File: config.mk
export PLATFORM = sky130hd
export DESIGN_NAME = operand_mem_flat
export DESIGN_NICKNAME = d
export VERILOG_FILES = /design/src/rtl/operand_mem_pkg.sv /design/src/rtl/operand_mem_if.sv /design/src/rtl/mem_bank.sv /design/src/rtl/operand_mem.sv /design/src/flat_wrapper.sv
export SDC_FILE = /design/constraint.sdc
export NUM_CORES = 1
export LEC_CHECK = 0
export BUFFER_PORTS_ARGS = -buffer_cell sky130_fd_sc_hd__buf_4
export CAP_MARGIN = 15
export CORE_ASPECT_RATIO = 1.5
export CORE_MARGIN = 4
export CORE_UTILIZATION = 45
export CTS_BUF_LIST = sky130_fd_sc_hd__clkbuf_2
export DETAILED_ROUTE_END_ITERATION = 10
export GPL_TIMING_DRIVEN = 1
export SETUP_SLACK_MARGIN = 0.4
export SKIP_CTS_REPAIR_TIMING = 1
export SLEW_MARGIN = 0
export SYNTH_ARGS = -nofsm -noshare
export SYNTH_HDL_FRONTEND = slang
export SYNTH_SLANG_ARGS = --single-unit
File: constraint.sdc
create_clock -name clk_i -period 2.7 [get_ports clk_i]
set_input_delay 0.54 -clock clk_i [delete_from_list [all_inputs] [get_ports clk_i]]
set_output_delay 0.54 -clock clk_i [all_outputs]
set_load 0.05 [all_outputs]
File: src/rtl/operand_mem_pkg.sv
// Shared types and constants for the operand memory block.
// No logic. Holds the run-control state encoding and the host bank-select codes.
// Nothing here applies backpressure.
package operand_mem_pkg;

    typedef enum logic [1:0] {
        IDLE = 2'd0,
        RUN  = 2'd1,
        DONE = 2'd2
    } state_e;

    // Values for wr_bank_i
    localparam logic BANK_OP1 = 1'b0;
    localparam logic BANK_OP2 = 1'b1;

endpackage

File: src/rtl/operand_mem_if.sv
// Bundles the operand memory ports: compute side, host load, run control and readback.
// No logic and no latency of its own.
// Backpressure is carried only by wr_ready_o, which refuses host loads during a run.
//
// master: the host/compute side that drives requests.
// slave : operand_mem.
interface operand_mem_if #(
    parameter int MEM_WIDTH = 32,
    parameter int MEM_DEPTH = 8
);
    localparam int AW = $clog2(MEM_DEPTH);

    // compute block
    logic [AW-1:0]        op1_addr_i;
    logic [AW-1:0]        op2_addr_i;
    logic [AW-1:0]        res_addr_i;
    logic [MEM_WIDTH-1:0] res_data_i;
    logic [MEM_WIDTH-1:0] operand1_o;
    logic [MEM_WIDTH-1:0] operand2_o;
    // host operand load
    logic                 wr_valid_i;
    logic                 wr_ready_o;
    logic                 wr_bank_i;
    logic [AW-1:0]        wr_addr_i;
    logic [MEM_WIDTH-1:0] wr_data_i;
    // run control
    logic                 start_i;
    logic                 busy_o;
    logic                 done_o;
    // host result readback
    logic                 rd_valid_i;
    logic [AW-1:0]        rd_addr_i;
    logic                 rd_valid_o;
    logic [MEM_WIDTH-1:0] rd_data_o;

    modport master (
        output op1_addr_i, op2_addr_i, res_addr_i, res_data_i,
        output wr_valid_i, wr_bank_i, wr_addr_i, wr_data_i,
        output start_i, rd_valid_i, rd_addr_i,
        input  operand1_o, operand2_o, wr_ready_o, busy_o, done_o,
        input  rd_valid_o, rd_data_o
    );

    modport slave (
        input  op1_addr_i, op2_addr_i, res_addr_i, res_data_i,
        input  wr_valid_i, wr_bank_i, wr_addr_i, wr_data_i,
        input  start_i, rd_valid_i, rd_addr_i,
        output operand1_o, operand2_o, wr_ready_o, busy_o, done_o,
        output rd_valid_o, rd_data_o
    );

endinterface

File: src/rtl/mem_bank.sv
// One storage bank: single combinational read port, single synchronous write port.
// Read latency 0 cycles; a write is visible on the read port from the next cycle.
// No backpressure; the write enable is qualified by the caller.
//
// Ports: clk_i/rst_i (sync active-high clear of every word), we_i/waddr_i/wdata_i
// write port, raddr_i/rdata_o read port.
module mem_bank #(
    parameter  int WIDTH = 32,
    parameter  int DEPTH = 8,
    localparam int AW    = $clog2(DEPTH)
) (
    input  logic             clk_i,
    input  logic             rst_i,
    input  logic             we_i,
    input  logic [AW-1:0]    waddr_i,
    input  logic [WIDTH-1:0] wdata_i,
    input  logic [AW-1:0]    raddr_i,
    output logic [WIDTH-1:0] rdata_o
);

    logic [WIDTH-1:0] mem_q [DEPTH];

    // Clear wins over write so a reset edge never stores data.
    always_ff @(posedge clk_i) begin
        if (rst_i) begin
            for (int i = 0; i < DEPTH; i++) begin
                mem_q[i] <= '0;
            end
        end else if (we_i) begin
            mem_q[waddr_i] <= wdata_i;
        end
    end

    assign rdata_o = mem_q[raddr_i];

endmodule

File: src/rtl/operand_mem.sv
// Operand store for a compute block: two host-loaded operand banks plus a result bank
// captured over one MEM_DEPTH-cycle run. Operand reads 0 cycles, readback 1 cycle.
// Host loads are refused (wr_ready_o low) while a run is in progress; readback never stalls.
//
// Ports: clk_i, rst_i (sync active-high), bus (operand_mem_if.slave) carrying
// compute addresses/data, host load handshake, start/busy/done and readback.
module operand_mem
    import operand_mem_pkg::*;
#(
    parameter int MEM_WIDTH = 32,
    parameter int MEM_DEPTH = 8
) (
    input  logic         clk_i,
    input  logic         rst_i,
    operand_mem_if.slave bus
);

    localparam int           AW       = $clog2(MEM_DEPTH);
    localparam logic [AW:0]  CNT_ONE  = (AW+1)'(1);
    localparam logic [AW:0]  CNT_LAST = (AW+1)'(MEM_DEPTH - 1);

    state_e               state_q;
    logic [AW:0]          cnt_q;
    logic                 busy_q;
    logic                 done_q;
    logic                 wr_rdy_q;
    logic                 rd_vld_q;
    logic [MEM_WIDTH-1:0] rd_dat_q;
    logic [MEM_WIDTH-1:0] res_rdata;

    logic wr_fire;
    logic op1_we;
    logic op2_we;
    logic res_we;

    assign wr_fire = bus.wr_valid_i && wr_rdy_q;
    assign op1_we  = wr_fire && (bus.wr_bank_i == BANK_OP1);
    assign op2_we  = wr_fire && (bus.wr_bank_i == BANK_OP2);
    // The result bank is written every RUN cycle, whatever the compute side presents.
    assign res_we  = (state_q == RUN);

    mem_bank #(.WIDTH(MEM_WIDTH), .DEPTH(MEM_DEPTH)) u_op1_bank (
        .clk_i   (clk_i),
        .rst_i   (rst_i),
        .we_i    (op1_we),
        .waddr_i (bus.wr_addr_i),
        .wdata_i (bus.wr_data_i),
        .raddr_i (bus.op1_addr_i),
        .rdata_o (bus.operand1_o)
    );

    mem_bank #(.WIDTH(MEM_WIDTH), .DEPTH(MEM_DEPTH)) u_op2_bank (
        .clk_i   (clk_i),
        .rst_i   (rst_i),
        .we_i    (op2_we),
        .waddr_i (bus.wr_addr_i),
        .wdata_i (bus.wr_data_i),
        .raddr_i (bus.op2_addr_i),
        .rdata_o (bus.operand2_o)
    );

    mem_bank #(.WIDTH(MEM_WIDTH), .DEPTH(MEM_DEPTH)) u_res_bank (
        .clk_i   (clk_i),
        .rst_i   (rst_i),
        .we_i    (res_we),
        .waddr_i (bus.res_addr_i),
        .wdata_i (bus.res_data_i),
        .raddr_i (bus.rd_addr_i),
        .rdata_o (res_rdata)
    );

    // Run control. Flags are registered alongside the state so they change on the
    // same edge as the state they describe.
    always_ff @(posedge clk_i) begin
        if (rst_i) begin
            state_q  <= IDLE;
            cnt_q    <= '0;
            busy_q   <= 1'b0;
            done_q   <= 1'b0;
            wr_rdy_q <= 1'b1;
        end else begin
            case (state_q)
                IDLE, DONE: begin
                    if (bus.start_i) begin
                        state_q  <= RUN;
                        cnt_q    <= '0;
                        busy_q   <= 1'b1;
                        done_q   <= 1'b0;
                        wr_rdy_q <= 1'b0;
                    end
                end
                RUN: begin
                    // start_i is deliberately ignored here.
                    cnt_q <= cnt_q + CNT_ONE;
                    if (cnt_q == CNT_LAST) begin
                        state_q  <= DONE;
                        busy_q   <= 1'b0;
                        done_q   <= 1'b1;
                        wr_rdy_q <= 1'b1;
                    end
                end
                default: begin
                    state_q  <= IDLE;
                    busy_q   <= 1'b0;
                    done_q   <= 1'b0;
                    wr_rdy_q <= 1'b1;
                end
            endcase
        end
    end

    // Readback samples the bank before this edge's result write lands, so a read of
    // the address being captured returns the previous contents.
    always_ff @(posedge clk_i) begin
        if (rst_i) begin
            rd_vld_q <= 1'b0;
            rd_dat_q <= '0;
        end else begin
            rd_vld_q <= bus.rd_valid_i;
            if (bus.rd_valid_i) begin
                rd_dat_q <= res_rdata;
            end
        end
    end

    assign bus.busy_o     = busy_q;
    assign bus.done_o     = done_q;
    assign bus.wr_ready_o = wr_rdy_q;
    assign bus.rd_valid_o = rd_vld_q;
    assign bus.rd_data_o  = rd_dat_q;

endmodule

File: src/flat_wrapper.sv
// flat-port wrapper written by rule: the top's interface ports become plain ports
module operand_mem_flat import operand_mem_pkg::*;
#(
    parameter int MEM_WIDTH = 32,
    parameter int MEM_DEPTH = 8
)
  (clk_i, rst_i, bus_op1_addr_i, bus_op2_addr_i, bus_res_addr_i, bus_res_data_i, bus_wr_valid_i, bus_wr_bank_i, bus_wr_addr_i, bus_wr_data_i, bus_start_i, bus_rd_valid_i, bus_rd_addr_i, bus_operand1_o, bus_operand2_o, bus_wr_ready_o, bus_busy_o, bus_done_o, bus_rd_valid_o, bus_rd_data_o);
  operand_mem_if #(.MEM_WIDTH(MEM_WIDTH), .MEM_DEPTH(MEM_DEPTH)) bus_i ();
  input  logic clk_i;
  input  logic rst_i;
  input wire logic [$bits(bus_i.op1_addr_i)-1:0] bus_op1_addr_i;
  input wire logic [$bits(bus_i.op2_addr_i)-1:0] bus_op2_addr_i;
  input wire logic [$bits(bus_i.res_addr_i)-1:0] bus_res_addr_i;
  input wire logic [$bits(bus_i.res_data_i)-1:0] bus_res_data_i;
  input wire logic [$bits(bus_i.wr_valid_i)-1:0] bus_wr_valid_i;
  input wire logic [$bits(bus_i.wr_bank_i)-1:0] bus_wr_bank_i;
  input wire logic [$bits(bus_i.wr_addr_i)-1:0] bus_wr_addr_i;
  input wire logic [$bits(bus_i.wr_data_i)-1:0] bus_wr_data_i;
  input wire logic [$bits(bus_i.start_i)-1:0] bus_start_i;
  input wire logic [$bits(bus_i.rd_valid_i)-1:0] bus_rd_valid_i;
  input wire logic [$bits(bus_i.rd_addr_i)-1:0] bus_rd_addr_i;
  output wire logic [$bits(bus_i.operand1_o)-1:0] bus_operand1_o;
  output wire logic [$bits(bus_i.operand2_o)-1:0] bus_operand2_o;
  output wire logic [$bits(bus_i.wr_ready_o)-1:0] bus_wr_ready_o;
  output wire logic [$bits(bus_i.busy_o)-1:0] bus_busy_o;
  output wire logic [$bits(bus_i.done_o)-1:0] bus_done_o;
  output wire logic [$bits(bus_i.rd_valid_o)-1:0] bus_rd_valid_o;
  output wire logic [$bits(bus_i.rd_data_o)-1:0] bus_rd_data_o;
  assign bus_i.op1_addr_i = bus_op1_addr_i;
  assign bus_i.op2_addr_i = bus_op2_addr_i;
  assign bus_i.res_addr_i = bus_res_addr_i;
  assign bus_i.res_data_i = bus_res_data_i;
  assign bus_i.wr_valid_i = bus_wr_valid_i;
  assign bus_i.wr_bank_i = bus_wr_bank_i;
  assign bus_i.wr_addr_i = bus_wr_addr_i;
  assign bus_i.wr_data_i = bus_wr_data_i;
  assign bus_i.start_i = bus_start_i;
  assign bus_i.rd_valid_i = bus_rd_valid_i;
  assign bus_i.rd_addr_i = bus_rd_addr_i;
  assign bus_operand1_o = bus_i.operand1_o;
  assign bus_operand2_o = bus_i.operand2_o;
  assign bus_wr_ready_o = bus_i.wr_ready_o;
  assign bus_busy_o = bus_i.busy_o;
  assign bus_done_o = bus_i.done_o;
  assign bus_rd_valid_o = bus_i.rd_valid_o;
  assign bus_rd_data_o = bus_i.rd_data_o;
  operand_mem #(.MEM_WIDTH(MEM_WIDTH), .MEM_DEPTH(MEM_DEPTH)) u_core (.clk_i(clk_i), .rst_i(rst_i), .bus(bus_i));
endmodule
After elaboration in Yosys (flattened, before gate mapping)

Memories as Yosys holds them, arrays and structs flattened. A register that Yosys moved wholly into a read port is not among the register bits.
Index checks and enable logic that the tools add are counted.

Memories kept: 3
Output and inout bits: 100
Bits in read-only memories: 0
Bits in writable memories: 768
Latch bits: 0
Input port bits: 85
Bits in registers: 10

Shifts and indexed selects: 0
Div/mod/pow operators: 0
$add $sub $neg: 1
Eq/ne operators: 5
Magnitude comparators: 0
Mux-type cells: 32
Reductions and logical operators: 11
$mul: 0
Bitwise gates (word level): 1

Memory list:

| memory                  | words | bits a word | read ports | clocked after memory_dff | wr ports | line           | source |
|---|---|---|---|---|---|---|---|
| u_core.u_op1_bank.mem_q | 8     | 32          | 1          | 0                        | 8        | mem_bank.sv:21 | `logic [WIDTH-1:0] mem_q [DEPTH];` |
| u_core.u_op2_bank.mem_q | 8     | 32          | 1          | 0                        | 8        | mem_bank.sv:21 |  |
| u_core.u_res_bank.mem_q | 8     | 32          | 1          | 1                        | 8        | mem_bank.sv:21 |  |

Operators by type and width:

| operator            | count |
|---|---|
| $mux 32             | 3 |
| $reduce_or 32->1    | 3 |
| $mux 1              | 18 |
| $mux 3              | 3 |
| $pmux 4 s2          | 1 |
| $pmux 1 s2          | 3 |
| $add 4x1->4 const B | 1 |
| $eq 4x3->1 const B  | 1 |
| $mux 2              | 2 |
| $mux 4              | 1 |
| $ne 2x2->1 const B  | 2 |
| $pmux 2 s2          | 1 |
| $reduce_and 2->1    | 2 |
| $logic_and 1x1->1   | 3 |
| $eq 2x1->1 const B  | 1 |
| $eq 2x2->1 const B  | 1 |
| $logic_not 2->1     | 1 |
| $reduce_bool 2->1   | 1 |
| $reduce_or 2->1     | 1 |
| $not 1->1           | 1 |

Depth between registers and ports, before layout

Depth in word-level cells: 7
Gate-level depth with buffers: 7

Hierarchy

Synthesis repeated with hierarchy kept, for this count alone.

Cell total of the unflattened synthesis: 2335
Area total of the unflattened synthesis: 36450.0 µm²

Modules (own cells, without submodules):

| module                            | seq. area each (µm²) | area an instance (µm²) | cells each | instances |
|---|---|---|---|---|
| mem_bank at u_core.u_op1_bank ... | 7687.4               | 11641.2                | 729        | 2 |
| mem_bank at u_core.u_res_bank     | 7687.4               | 11642.4                | 729        | 1 |
| operand_mem                       | 800.8                | 1525.2                 | 148        | 1 |

Worst setup path after synthesis

Ideal clock, no wire load.

Path kind: input-to-output
Start point: input port bus_op1_addr_i[0]
End point: output port bus_operand1_o[0]
Setup slack: 0.197 ns
Data arrival time: 1.963 ns
Stages: 4
Required time: 2.160 ns
Cell sequence: buf_2 > buf_2 > mux4_2 > mux2_2

Word-level cells in the longest chain between the ends: 1

Ends and longest elaborated chain:

| what               | line               | source |
|---|---|---|
| start: declaration | flat_wrapper.sv:11 | `input wire logic [$bits(bus_i.op1_addr_i)-1:0] bus_op1_addr_i;` |
| $mem_v2 8x32       | --                 |  |
| end: declaration   | flat_wrapper.sv:22 | `output wire logic [$bits(bus_i.operand1_o)-1:0] bus_operand1_o;` |

No other way between the ends.

Worst setup path in the final report

Start point: memory u_core.u_op1_bank.mem_q[3][14]
End point: output port bus_operand1_o[14]

Word-level cells in the longest chain between the ends: 1

Ends and longest elaborated chain:

| what               | line |
|---|---|
| start: declaration | mem_bank.sv:21 |
| $mem_v2 8x32       | -- |

No other way between the ends.

==> run summary <==
Core area: 77570 um2
DR iter-0 viols: 1711
TNS Setup: -33420 ps
Initial DRT Pass Iterations: 6
Status: finished, violations left
Synthesis-to-finish area growth: 20.26%
Final Hold Fails: 0
Internal power: 18.57 mW
Worst-margin pin slew: 1011 ps
Post-synth design cell area: 35280 um2
Routed via count: 22.21k
Failing checks: setup timing
Die Area: 83040 um2
Synthesized instance count: 2419
Clock skew: 59.91 ps
Via density: 5.522
DRC violations left: 0
GP Congestion: 0.7912
Port bufs: 184
CP Capture Type: output port
Most frequent cells in the layout: 768 x edfxtp_1, 553 x nor2_1, 280 x clkbuf_2, 257 x and2_1
Achievable Freq: 305.2 MHz
Count of pins over their slew limit: 0
Critical Path Source Type: flip-flop
Period Utilization, post-route: 1.213
Clock power share: 0.304
Worst Path Max Fanout: 1
HP Class: input pin to flip-flop
Seq pwr share: 0.563
Global route total overflow: 0
Max Root-Sink Buffers: 3
Syn nets: 2505
Tot GR Track Use: 0.2310
Sequential fraction of the synthesis area: 0.6769
I/O Pins: 185
Register bit total from synthesis: 809
P_leak: 15.77 nW
Clk pin slew, worst setup/hold paths: 110 ps
Number of nets in the layout: 2947
Ys Warns: 0
Power Total: 25.53 mW
Post-route setup slack: -576.4 ps
Final setup viols: 64
Die X: 236.6 um
DRT Wirelength: 97400 um
Tmin final: 3276 ps
ANT nets after route: 0
Setup Crit Path Kind: flip-flop to output port
Later-pin clock latency in the skew report: 1400 ps
FP Rows: 125
Critical Path AT: 2740 ps
Vias in the first global route: 23.25k
Commonest non-fill, non-tap cell in the layout: edfxtp_1
Synth unique cells: 39
Initial antenna violation count: 3
H-tree levels: 4
Combinational cell fraction of total power: 0.132
Sink Count: 809
# fillers: 6494
RSZ-0062 raised after global routing: yes
Peak supply drop: 392.7 uV
Chip height: 350.9 um
Power Density: 601.7 nW/um2
Largest net degree at the start of global routing: 129
DP HPWL: 56670 um
Worst EP required: 2160 ps
Mean Syn Cell Area: 14.59 um2
Layout cells sized above 1: 0.3132
Net Sw Frac: 0.2727
CTS tree: done
DR WL/cell: 24.21 um
Starting Density: 0.4548
Rel. slew slack: 0.3257
Num CTS Buffers: 187
Psw: 6.962 mW
Max Cap Viol: 0
Global-route wire length before repair: 142500 um
Root Buffer Master: clkbuf_2
[path summary, 6_finish.rpt]
kind                                   from                            end  slack, ps  cells past startpoint
max          u_core.u_op1_bank.mem_q[3][14]             bus_operand1_o[14]       -580                      3
min                        bus_wr_data_i[9]  u_core.u_op1_bank.mem_q[7][9]         90                      4
max reg2reg           u_core.bus.wr_ready_o  u_core.u_op2_bank.mem_q[6][2]        350                      5
min reg2reg               u_core.bus.done_o              u_core.bus.done_o        480                      2
[power by group through the flow]
stage / Clock, mW / Sequential, mW / Combinational, mW
floorplan: 0 / 14.7 / 1.76
global placement: 0 / 14.6 / 3.01
detailed placement: 0 / 14.7 / 3.04
CTS: 8.06 / 14.4 / 3.05
global route: 8.69 / 14.4 / 3.55
finish: 7.77 / 14.4 / 3.38
[metal layers]
layer / vias to the layer above / GRT usage / part of all wire
met4: 0 / 0.09216 / 0.033
li1: 9874 / - / -
met1: 11270 / 0.2594 / 0.36
met3: 209 / 0.05192 / 0.066
met2: 864 / 0.4258 / 0.54
met5: - / 0 / 0
[synthesized netlist by cell type, drive strengths merged]
master  instances  area (um2)
edfxtp        768       23060
nor2          561        2106
and2          258        1614
nand2         136       510.5
mux2          129        1453
mux4          128        2883
clkbuf        110       412.9
buf            64       457.9
mux2i          64       640.6
dfxtp          41       820.8
a211oi         32       350.3
a221o          23       230.2
o22ai          22       137.6
a21o           16       120.1
a22oi          11       82.58
o221ai         10       87.58
or2             9       56.30
a21oi           6       30.03
nor2b           6       37.54
nand2b          4       25.02
nor3b           4       30.03
nand3b          2       15.01
nor3            2       10.01
nor4            2       25.02
o21ai           2       10.01
xnor2           2       17.52
and3            1       6.260
and3b           1       8.760
and4b           1       10.01
ha              1       12.51
nand3           1       5.000
or3             1       6.260
or3b            1       8.760
[state kept, by name (all words and copies together) (netlist names)]
register                 flops
u_core.u_res_bank.mem_q    256
u_core.bus.wr_ready_o        1
u_core.state_q               2
u_core.u_op1_bank.mem_q    256
u_core.u_op2_bank.mem_q    256
u_core.bus.rd_valid_o        1
u_core.bus.rd_data_o        32
u_core.cnt_q                 4
u_core.bus.done_o            1
[critical path, cell delays in order (launching register included)]
cell	delay, ps
edfxtp_1	420
mux4_2	490
mux2_4	310
buf_8	160
[cell families after synthesis]
logic type               Yosys count  synth area share
buffers and inverters            174           0.02468
AND/OR/NAND/NOR                  990            0.1268
AO/OA/AOI/OAI                    122           0.02972
multiplexers                     321            0.1410
flip-flops                       809            0.6769
adder cells (fa/ha/maj)            1         0.0003546
XOR/XNOR                           2         0.0004966
[per-stage QoR]
stage               setup slack [ps]  std cells  utilization  area (um2)  hold slack (ps)
floorplan                      407.7       2419            -       35620            508.8
global placement               70.24       3541       0.4974       38590            464.3
detailed placement             59.62       3541       0.4974       38590            464.8
CTS                           -875.5       3873       0.5193       40280           -768.0
global route                  -751.8       4021       0.5469       42430           -2.992
finish                        -576.4       4023       0.5470       42430            90.26
[cell type report]
type                            instances  area, um2  area share
Sequential cell                       809      23950      0.5645
Multi-Input combinational cell       1436      10860      0.2558
Timing Repair Buffer                  427       4649      0.1096
Clock buffer                          280       1401     0.03303
Tap cell                             1016       1271     0.02996
Clock inverter                         52      295.3    0.006959
Antenna cell                            3      7.507   0.0001769
Note: power is estimated with default switching activity, not from simulation.
